===== src/rtl/irq_ctrl.sv =====
// rtl/irq_ctrl.sv - multi-source interrupt controller with priority, threshold and claim/complete
module irq_ctrl #(
  parameter int NIRQ   = 8,
  parameter int PRIO_W = 3
) (
  input  logic            clk,
  input  logic            rst_n,
  input  logic [NIRQ-1:0] irq_in,
  input  logic            csr_meie,
  input  logic            cfg_we,
  input  logic [7:2]      cfg_wadr,
  input  logic [31:0]     cfg_wdata,
  input  logic            cfg_re,
  input  logic [7:2]      cfg_radr,
  output logic [31:0]     cfg_rdata,
  output logic            g_interrupt,
  output logic [4:0]      irq_id
);

  localparam logic [5:0] A_ENABLE  = 6'h00;
  localparam logic [5:0] A_EDGE    = 6'h01;
  localparam logic [5:0] A_THRESH  = 6'h02;
  localparam logic [5:0] A_PENDING = 6'h03;
  localparam logic [5:0] A_CLAIM   = 6'h04;
  localparam logic [5:0] A_PRIO0   = 6'h10;

  logic [NIRQ-1:0]   s1_q, s2_q, s3_q;
  logic [NIRQ-1:0]   pend_q, pend_d;
  logic [NIRQ-1:0]   en_q, en_d;
  logic [NIRQ-1:0]   mode_q, mode_d;
  logic [NIRQ-1:0]   isr_q, isr_d;
  logic [PRIO_W-1:0] thr_q, thr_d;
  logic [PRIO_W-1:0] prio_q [NIRQ];
  logic [PRIO_W-1:0] prio_d [NIRQ];
  logic [31:0]       rdata_q, rdata_d;
  logic              gint_q;
  logic [4:0]        id_q;

  logic [NIRQ-1:0]   elig, claim_mask, cmp_mask, pend_clr, edge_set;
  logic [PRIO_W-1:0] best_prio;
  logic [4:0]        best_id;
  logic              claim, complete, pend_wr;
  logic              unused_wdata;

  assign unused_wdata = ^cfg_wdata;

  // Descending scan with >= lets the lower ID win a priority tie.
  always_comb begin
    best_id   = '0;
    best_prio = '0;
    elig      = pend_q & en_q & ~isr_q;
    for (int i = NIRQ - 1; i >= 0; i--) begin
      if (elig[i] && (prio_q[i] > thr_q) && (prio_q[i] >= best_prio)) begin
        best_prio = prio_q[i];
        best_id   = 5'(i + 1);
      end
    end
  end

  assign claim    = cfg_re && (cfg_radr == A_CLAIM);
  assign complete = cfg_we && (cfg_wadr == A_CLAIM);
  assign pend_wr  = cfg_we && (cfg_wadr == A_PENDING);

  // Out-of-range or zero complete IDs simply match no source.
  always_comb begin
    claim_mask = '0;
    cmp_mask   = '0;
    for (int i = 0; i < NIRQ; i++) begin
      claim_mask[i] = claim && (best_id == 5'(i + 1));
      cmp_mask[i]   = complete && (cfg_wdata[4:0] == 5'(i + 1));
    end
  end

  assign edge_set = s2_q & ~s3_q;
  assign pend_clr = claim_mask | ({NIRQ{pend_wr}} & cfg_wdata[NIRQ-1:0]);
  // A fresh edge outranks any clear arriving on the same cycle.
  assign pend_d   = (mode_q & ((pend_q & ~pend_clr) | edge_set)) | (~mode_q & s2_q);
  assign isr_d    = (isr_q & ~cmp_mask) | claim_mask;

  always_comb begin
    en_d   = en_q;
    mode_d = mode_q;
    thr_d  = thr_q;
    prio_d = prio_q;
    if (cfg_we) begin
      if (cfg_wadr == A_ENABLE) en_d   = cfg_wdata[NIRQ-1:0];
      if (cfg_wadr == A_EDGE)   mode_d = cfg_wdata[NIRQ-1:0];
      if (cfg_wadr == A_THRESH) thr_d  = cfg_wdata[PRIO_W-1:0];
      for (int i = 0; i < NIRQ; i++) begin
        if (cfg_wadr == A_PRIO0 + 6'(i)) prio_d[i] = cfg_wdata[PRIO_W-1:0];
      end
    end
  end

  always_comb begin
    rdata_d = rdata_q;
    if (cfg_re) begin
      rdata_d = '0;
      case (cfg_radr)
        A_ENABLE:  rdata_d = 32'(en_q);
        A_EDGE:    rdata_d = 32'(mode_q);
        A_THRESH:  rdata_d = 32'(thr_q);
        A_PENDING: rdata_d = 32'(pend_q);
        A_CLAIM:   rdata_d = 32'(best_id);
        default:   ;
      endcase
      for (int i = 0; i < NIRQ; i++) begin
        if (cfg_radr == A_PRIO0 + 6'(i)) rdata_d = 32'(prio_q[i]);
      end
    end
  end

  always_ff @(posedge clk or negedge rst_n) begin
    if (!rst_n) begin
      s1_q    <= '0;
      s2_q    <= '0;
      s3_q    <= '0;
      pend_q  <= '0;
      en_q    <= '0;
      mode_q  <= '0;
      isr_q   <= '0;
      thr_q   <= '0;
      rdata_q <= '0;
      gint_q  <= 1'b0;
      id_q    <= '0;
      for (int i = 0; i < NIRQ; i++) prio_q[i] <= '0;
    end else begin
      s1_q    <= irq_in;
      s2_q    <= s1_q;
      s3_q    <= s2_q;
      pend_q  <= pend_d;
      en_q    <= en_d;
      mode_q  <= mode_d;
      isr_q   <= isr_d;
      thr_q   <= thr_d;
      rdata_q <= rdata_d;
      gint_q  <= csr_meie && (best_id != 5'd0);
      id_q    <= best_id;
      prio_q  <= prio_d;
    end
  end

  assign cfg_rdata   = rdata_q;
  assign g_interrupt = gint_q;
  assign irq_id      = id_q;

endmodule


===== config.mk =====
export PLATFORM = sky130hd
export DESIGN_NAME = irq_ctrl
export DESIGN_NICKNAME = d
export VERILOG_FILES = /design/src/rtl/irq_ctrl.sv
export SDC_FILE = /design/constraint.sdc
export NUM_CORES = 1
export LEC_CHECK = 0
export CORE_ASPECT_RATIO = 1.4
export CORE_UTILIZATION = 30
export CTS_BUF_LIST = sky130_fd_sc_hd__clkbuf_8
export DETAILED_ROUTE_END_ITERATION = 8
export PLACE_DENSITY = 0.59
export SLEW_MARGIN = 30
export SYNTH_ARGS = -nofsm -noshare
export SYNTH_HDL_FRONTEND = slang
export SYNTH_SLANG_ARGS = --single-unit

===== constraint.sdc =====
create_clock -name clk -period 12.8 [get_ports clk]
set_input_delay 2.56 -clock clk [delete_from_list [all_inputs] [get_ports clk]]
set_output_delay 2.56 -clock clk [all_outputs]
set_load 0.05 [all_outputs]

==> out/metrics.csv, run 1 <==
stage,metric,value,unit
synth,synth_flop_cell,dfrtp_1,
pwr,total_power,0.799,mW
routing,drt-total-wl,16.1,mm
floorplanning,initial_core_util,0.309,
min_path,min_path_type,flip-flop to flip-flop,
status,status,"complete, no violations",
synth,synth-compound-area-share,0.178,
synth,synthTopCellsByArea,"dfrtp_1 41%, ha_1 8.6%, mux2_2 7.8%",
placement,dp_hpwl,12.3,mm
synth,synth_top_area_frac,0.414,
sta,tns,0,ns
finish,final_util,0.363,
routing,drt-initial-drc-count,281,
finish,nNetsFinal,751,
synth,synth_cell_types,71,
setup_path,path_max_fanout,9,
grt,grt_max_degree,54,
placement,io_buffers,45,
synth,yosys_warnings,0,
finish,n_antenna_cell,0,
clock_tree,clk_pin_slew_worst_paths,0.12,ns
synth,synth_edf_count,0,
synth,yosys.area_share.simple,0.157,
synth,synth-xor-area-share,0,
clock_tree,clockBufferDepth,2,
setup_path,endpoint_kind,flip-flop,
sta,worstMarginPinSlew,0.946,ns
sta,drv_slew,0,
setup_path,worstSetupPathType,flip-flop to flip-flop,
placement,place_congestion,0.906,
pwr,cellPowerDensity,117,mW/mm2
clock_tree,cts_num_sinks,96,
grt,grtUsageTotal,0.167,
synth,synth_most_common_cell,dfrtp_1,
setup_path,critPathArrivalTime,12.27,ns
routing,via_count,4626,
sta,min_period,12.02,ns
grt,grt_overflow,0,
synth,synthesis.area,0.00580,mm2
routing,ant_nets,0,
sta,max_freq,83.2,MHz
setup_path,cp-start-kind,flip-flop,
sta,fin_ws,0.779,ns
synth,synthCells,586,
finish,final_area,0.00681,mm2
placement,dp_slack,0.710,ns
clock_tree,clk_latency,0.39,ns
floorplanning,design.core.area,0.0188,mm2
finish,n_fill_cell,1923,
sta,rsz0062_at_grt,no,
routing,routedWlPerCell,17.8,um
synth,yosysSeqAreaShare,0.414,
grt,antenna_found_initial,0,
clock_tree,cts_max_level,3,
finish,area_growth,17.5,%
grt,grt_pass1_wl,25.3,mm
synth,synth_mux_area_frac,0.101,
sta,fin_crit_sh,0.939,
pwr,irDropWorstVdd,0.0714,mV
synth,synth_area_per_cell,9.90,um2
placement,placed_area,0.00660,mm2
sta,slew_headroom,0.367,
job,cap_violations,0,
clock_tree,clockRootBuffer,clkbuf_8,
routing,firstDrtPassIters,6,
synth,ys_seq_elements,96,
synth,synth_top_family_by_area,compound AO/OA/AOI/OAI gates,
floorplanning,rows,59,
routing,drc,0,
floorplanning,die_h,167,um
grt,grt_pass1_vias,4564,
clock_tree,cts_tree,done,
synth,synth_largest_area_cell,dfrtp_1,
pwr,p_leak,3.02,nW
floorplanning,io-pin-count,95,
sta,final_hold_viol_count,0,
sta,setup_viol,0,
clock_tree,cts_buffers,9,
synth,synth_fa_ha_area_frac,0.0880,
setup_path,critPathRequiredTime,13.05,ns
routing,drt-vias-per-instance,5.12,
setup_path,cpMaxStageDelayCell,or2_2,
setup_path,cpMostUsedCell,ha_1,
synth,synth_common_cells,"96 x dfrtp_1, 70 x nand2_1, 40 x ha_1, 40 x mux2_2, 37 x o21ai_0",
floorplanning,die_area,0.0199,mm2
setup_path,critPathMaxStageDelay,0.45,ns
floorplanning,die-width,120,um
sta,fin_skew,0.0202,ns
synth,synth_async_sr_flop_share,1.00,
finish,drive_gt1_frac,0.165,
==> final timing paths <==
path,depth (start not counted),from,end,slack (ns)
hold reg to reg,0,s1_q[7]$_DFF_PN0_,s2_q[7]$_DFF_PN0_,0.36
max in group asynchronous,2,rst_n,prio_q[5]$_DFFE_PN0P_,9.52
hold / removal,0,s1_q[7]$_DFF_PN0_,s2_q[7]$_DFF_PN0_,0.36
min in group asynchronous,1,rst_n,s1_q[1]$_DFF_PN0_,2.16
setup reg to reg,50,thr_q[2]$_DFFE_PN0P_,pend_q[7]$_DFF_PN0_,0.78
setup / recovery,50,thr_q[2]$_DFFE_PN0P_,pend_q[7]$_DFF_PN0_,0.78
==> placed cells by master, fill, tap and decap left out, types with 14 or more instances in the layout <==
cell and instances:
a21oi_1 24, buf_4 28, clkdlybuf4s50_1 44, conb_1 25
dfrtp_1 96, ha_1 40, inv_1 27, mux2_2 40
nand2_1 70, nand2b_1 18, nand3_1 14, nor2_1 34
o21ai_0 37
==> logic make-up (layout without fill, tap and decap cells) <==
| group | count (synthesis) | count (layout) |
|---|---|---|
| AND/OR/NAND/NOR | 186 | 186 |
| flip-flops | 96 | 96 |
| AO/OA/AOI/OAI | 143 | 143 |
| multiplexers | 51 | 51 |
| buffers and inverters | 68 | 117 |
| other | 1 | 25 |
| adder cells (fa/ha/maj) | 41 | 41 |
==> layout make-up <==
type	instances	area (um2)	area share
well taps	244	305	0.0448
inverters	29	109	0.0160
multi-input cells	446	3140	0.461
clock buffers	9	124	0.0182
flip-flops and latches	96	2400	0.353
repair buffers	72	651	0.0955
clock inverters	7	80.1	0.0118
==> state kept, by name (all words and copies together) (netlist names) <==
register / count
mode_q: 8
pend_q: 8
s3_q: 8
s1_q: 8
isr_q: 8
irq_id: 4
prio_q: 24
en_q: 8
s2_q: 8
g_interrupt: 1
cfg_rdata: 8
thr_q: 3
==> what timing repair did <==
| action | in CTS | in global routing |
|---|---|---|
| buffers inserted | 0 | 0 |
| endpoints found under the setup margin | 0 | 5 |
| gates resized for setup | 0 | 2 |
| hold buffers | 0 | 0 |
==> per-layer routing <==
layer | routed length, um | vias up | share of wire | track usage
met3 | 733 | 28 | 0.046 | 0.0212
met5 | 0 | - | 0 | 0
met2 | 8400 | 138 | 0.52 | 0.299
met4 | 422 | 0 | 0.026 | 0.0717
met1 | 6540 | 2257 | 0.41 | 0.198
li1 | - | 2203 | - | -
==> worst max-delay path: cells and delay by family, from the launching register on <==
kind / cells / cell delay, ns
buffers and inverters: 3 / 0.39
AO/OA/AOI/OAI: 17 / 3.66
multiplexers: 5 / 1.84
adder cells (fa/ha/maj): 9 / 2.64
AND/OR/NAND/NOR: 16 / 2.92
flip-flops: 1 / 0.40
==> per-stage QoR <==
| step | instances | hold slack (ns) |
|---|---|---|
| 2_1_floorplan | 610 | 0.331 |
| 3_3_place_gp | 887 | 0.333 |
| 3_5_place_dp | 887 | 0.336 |
| 4_1_cts | 903 | 0.363 |
| 5_1_grt | 903 | 0.367 |
| 6_report | 903 | 0.359 |
==> power by group <==
| group | internal, mW | switching, mW | total [mW] |
|---|---|---|---|
| combinational | 0.0936 | 0.135 | 0.228 |
| sequential | 0.333 | 0.0286 | 0.361 |
| clock | 0.0787 | 0.131 | 0.209 |
| total | 0.505 | 0.294 | 0.799 |
(Power assumes the default switching activity.)
==> run 2: changes to the inputs <==
CORE_MARGIN = 2   (was default)
==> out/metrics.csv, run 2 (synthesized netlist as in run 1, its figures left out) <==
stage,metric,value,unit
routing,firstDrtPassIters,5,
sta,fin_crit_sh,0.926,
pwr,irDropWorstVdd,0.0660,mV
placement,dp_hpwl,12.3,mm
setup_path,cp-start-kind,flip-flop,
setup_path,cpMaxStageDelayCell,dfrtp_1,
clock_tree,clk_latency,0.38,ns
finish,nNetsFinal,756,
setup_path,critPathArrivalTime,12.10,ns
floorplanning,rows,60,
clock_tree,clockBufferDepth,2,
min_path,hp-start,s1_q[1]$_DFF_PN0_,
routing,via_count,4666,
finish,regMostFlops,prio_q,
finish,drive_gt1_frac,0.172,
pwr,cellPowerDensity,115,mW/mm2
routing,drc,0,
clock_tree,cts_buffers,9,
setup_path,path_max_fanout,4,
sta,worstMarginPinSlew,0.979,ns
clock_tree,cts_max_level,3,
grt,grt_pass1_wl,25.3,mm
grt,grt_max_degree,64,
sta,min_period,11.86,ns
pwr,total_power,0.786,mW
routing,drt-vias-per-instance,5.12,
clock_tree,cts_tree,done,
sta,slew_headroom,0.342,
clock_tree,clockRootBuffer,clkbuf_8,
finish,area_growth,17.9,%
finish,final_common_cell,dfrtp_1,
min_path,min_path_type,flip-flop to flip-flop,
grt,antenna_found_initial,0,
finish,n_antenna_cell,0,
floorplanning,die_h,169,um
sta,fin_skew,0.0140,ns
pwr,p_leak,3.03,nW
clock_tree,post_cts_buffers,0,
clock_tree,postCtsResizedCells,0,
sta,setup_viol,0,
finish,largest_reg_flops,24,
routing,drt-initial-drc-count,214,
routing,routedWlPerCell,17.7,um
floorplanning,die_area,0.0205,mm2
grt,grt_pass1_vias,4637,
placement,io_buffers,45,
sta,final_hold_viol_count,0,
setup_path,crit_start,thr_q[2]$_DFFE_PN0P_,
clock_tree,ctsHoldBuffers,0,
floorplanning,initial_core_util,0.304,
job,cap_violations,0,
sta,hold_slack,0.358,ns
routing,drt-total-wl,16.2,mm
floorplanning,die-width,122,um
clock_tree,cts_num_sinks,96,
clock_tree,clk_pin_slew_worst_paths,0.11,ns
setup_path,endpoint_kind,flip-flop,
sta,tns,0,ns
sta,rsz0062_at_grt,no,
setup_path,worstSetupPathType,flip-flop to flip-flop,
grt,grt_overflow,0,
finish,final_util,0.359,
floorplanning,io-pin-count,95,
setup_path,critPathMaxStageDelay,0.40,ns
grt,grtUsageTotal,0.163,
setup_path,critPathRequiredTime,13.05,ns
routing,ant_nets,0,
floorplanning,design.core.area,0.0191,mm2
sta,drv_slew,0,
placement,place_congestion,0.962,
setup_path,rr_startpoint,thr_q[2]$_DFFE_PN0P_,
setup_path,cpMostUsedCell,ha_1,
sta,max_freq,84.3,MHz
finish,final_cell_mix,"96 x dfrtp_1, 70 x nand2_1, 44 x clkdlybuf4s50_1, 40 x mux2_2, 40 x ha_1",
status,status,"complete, no violations",
## run 2: changes by cell type in the layout (fill, tap and decap cells not counted), sizes merged
cell / change
buf: +5
clkinvlp: +2
clkinv: -1
inv: -1
## run 2: report_power, final
part	leakage, nW	switching (mW)	internal, mW
Combinational	1.73	0.134	0.0952
Sequential	1.21	0.0295	0.333
Clock	0.0859	0.121	0.0744
Total	3.03	0.284	0.502
## run 2: critical path: cells and delay by family (launching register included)
family	cells	cell delay (ns)
compound gates	17	3.24
fa+ha+maj	9	2.44
buf+inv	5	0.74
flops	1	0.40
mux	5	1.83
simple gates	18	3.04
## run 2: layout make-up
class / instances / area [um2]
fill: 1991 / 12200
multi-input combinational: 446 / 3140
sequential: 96 / 2400
timing repair buffer: 77 / 688
tap: 248 / 310
clock buffer: 9 / 124
inverter: 29 / 109
clock inverter: 7 / 62.6
## run 2: layer usage
metal | share of wire | global-route usage | vias up | routed length [um]
li1 | - | - | 2218 | -
met1 | 0.41 | 0.192 | 2296 | 6610
met2 | 0.51 | 0.291 | 117 | 8280
met3 | 0.031 | 0.0168 | 35 | 506
met4 | 0.047 | 0.0810 | 0 | 758
met5 | 0 | 0 | - | 0
## run 2: path summary, 6_finish.rpt
kind / to / slack (ns) / cells past startpoint
min: s2_q[1]$_DFF_PN0_ / 0.36 / 0
max in group asynchronous: s2_q[0]$_DFF_PN0_ / 9.48 / 2
min reg2reg: s2_q[1]$_DFF_PN0_ / 0.36 / 0
min in group asynchronous: s1_q[4]$_DFF_PN0_ / 2.12 / 1
max reg2reg: pend_q[7]$_DFF_PN0_ / 0.94 / 54
max: pend_q[7]$_DFF_PN0_ / 0.94 / 54
## run 2: through the flow
step / setup slack (ns) / instance area [um2] / cells
floorplan: 1.38 / 5890 / 610
global placement: 1.10 / 6650 / 896
detailed placement: 1.10 / 6650 / 896
CTS: 0.995 / 6840 / 912
global route: 0.230 / 6840 / 912
finish: 0.943 / 6840 / 912
==> run 3: changes to the inputs <==
CORE_ASPECT_RATIO = default   (was 1.4)
==> out/metrics.csv, run 3 (synthesized netlist as in run 1, its figures left out) <==
stage,metric,value,unit
status,status,"complete, no violations",
floorplanning,initial_core_util,0.308,
clock_tree,clockBufferDepth,2,
placement,placed_area,0.00657,mm2
placement,io_buffers,45,
floorplanning,rows,50,
setup_path,critPathMaxStageDelay,0.42,ns
finish,n_antenna_cell,0,
setup_path,critPathArrivalTime,12.09,ns
finish,largest_reg_flops,24,
job,cap_violations,0,
setup_path,worstSetupPathType,flip-flop to flip-flop,
routing,via_count,4493,
clock_tree,clk_latency,0.38,ns
clock_tree,clk_pin_slew_worst_paths,0.10,ns
finish,drive_gt1_frac,0.154,
clock_tree,cts_tree,done,
finish,area_growth,17.1,%
sta,hold_slack,0.356,ns
setup_path,cp-start-kind,flip-flop,
grt,grt_pass1_wl,24.6,mm
sta,slew_headroom,0.381,
finish,final_cells,911,
grt,grtUsageTotal,0.158,
finish,final_common_cell,dfrtp_1,
routing,drt-initial-drc-count,316,
sta,max_freq,84.5,MHz
sta,setup_viol,0,
setup_path,path_max_fanout,9,
finish,nNetsFinal,744,
floorplanning,io-pin-count,95,
finish,final_util,0.361,
routing,ant_nets,0,
min_path,min_path_type,flip-flop to flip-flop,
routing,drt-total-wl,15.6,mm
sta,final_hold_viol_count,0,
sta,fin_crit_sh,0.925,
grt,grt_max_degree,59,
floorplanning,design.core.area,0.0188,mm2
placement,place_congestion,0.869,
grt,antenna_found_initial,0,
clock_tree,cts_buffers,9,
setup_path,critPathRequiredTime,13.06,ns
finish,regMostFlops,prio_q,
sta,worstMarginPinSlew,0.925,ns
grt,grt_pass1_vias,4350,
pwr,p_leak,2.99,nW
grt,grt_overflow,0,
setup_path,cpMaxStageDelayCell,dfrtp_1,
routing,firstDrtPassIters,4,
placement,dp_hpwl,11.6,mm
sta,min_period,11.83,ns
setup_path,endpoint_kind,flip-flop,
floorplanning,die_area,0.0205,mm2
pwr,irDropWorstVdd,0.0722,mV
setup_path,cpMostUsedCell,ha_1,
sta,fin_skew,0.0152,ns
placement,placed_cells,896,
finish,final_area,0.00679,mm2
clock_tree,cts_num_sinks,96,
floorplanning,die-width,143,um
sta,drv_slew,0,
floorplanning,die_h,143,um
routing,drt-vias-per-instance,4.93,
finish,final_cell_mix,"96 x dfrtp_1, 70 x nand2_1, 44 x clkdlybuf4s50_1, 40 x mux2_2, 40 x ha_1",
clock_tree,cts_max_level,3,
clock_tree,clockRootBuffer,clkbuf_8,
sta,rsz0062_at_grt,yes,
routing,drc,0,
routing,routedWlPerCell,17.1,um
pwr,cellPowerDensity,119,mW/mm2
-- run 3: path summary, 6_finish.rpt --
check | slack [ns] | depth (start not counted) | end | from
max | 0.97 | 51 | pend_q[7]$_DFF_PN0_ | prio_q[0]$_DFFE_PN0P_
min | 0.36 | 0 | s2_q[6]$_DFF_PN0_ | s1_q[6]$_DFF_PN0_
max reg2reg | 0.97 | 51 | pend_q[7]$_DFF_PN0_ | prio_q[0]$_DFFE_PN0P_
min reg2reg | 0.36 | 0 | s2_q[6]$_DFF_PN0_ | s1_q[6]$_DFF_PN0_
max in group asynchronous | 9.50 | 2 | s3_q[4]$_DFF_PN0_ | rst_n
min in group asynchronous | 2.15 | 1 | s2_q[1]$_DFF_PN0_ | rst_n
-- run 3: cell type report --
| type | count | area, um2 |
|---|---|---|
| Inverter | 29 | 109 |
| Tap cell | 260 | 325 |
| Clock inverter | 6 | 91.3 |
| Timing Repair Buffer | 65 | 598 |
| Multi-Input combinational cell | 446 | 3140 |
| Sequential cell | 96 | 2400 |
| Clock buffer | 9 | 124 |
| Fill cell | 1942 | 12000 |
-- run 3: what timing repair did --
action,in CTS,in global routing
hold buffers,0,0
buffers inserted,0,0
setup endpoints to repair,0,9
resized for setup,0,1
-- run 3: where the power goes --
part	internal (mW)	switching, mW	total [mW]	leakage [nW]
combinational	0.0904	0.131	0.222	1.67
sequential	0.333	0.0280	0.361	1.21
clock	0.111	0.118	0.228	0.109
-- run 3: worst max-delay path: cells and delay by family, from the launching register on --
kind | cells | cell delay, ns
AOI/OAI and AO/OA | 17 | 3.55
adders and majority gates | 9 | 2.61
and+or+nand+nor | 16 | 2.79
buffers and inverters | 4 | 0.49
DFF | 1 | 0.42
muxes | 5 | 1.85
-- run 3: metrics by stage --
step / TNS [ns] / total power, mW / worst slack [ns]
2_1_floorplan: 0 / 0.515 / 1.38
3_3_place_gp: 0 / 0.584 / 0.887
3_5_place_dp: 0 / 0.588 / 0.867
4_1_cts: 0 / 0.819 / 0.801
5_1_grt: -0.0106 / 0.858 / -0.00826
6_report: 0 / 0.810 / 0.965
-- run 3: per-layer routing --
| metal | vias up | global-route usage | share of wire |
|---|---|---|---|
| li1 | 2190 | - | - |
| met5 | - | 0 | 0 |
| met1 | 2199 | 0.217 | 0.48 |
| met4 | 0 | 0.0547 | 0.021 |
| met3 | 18 | 0.0205 | 0.031 |
| met2 | 86 | 0.257 | 0.47 |
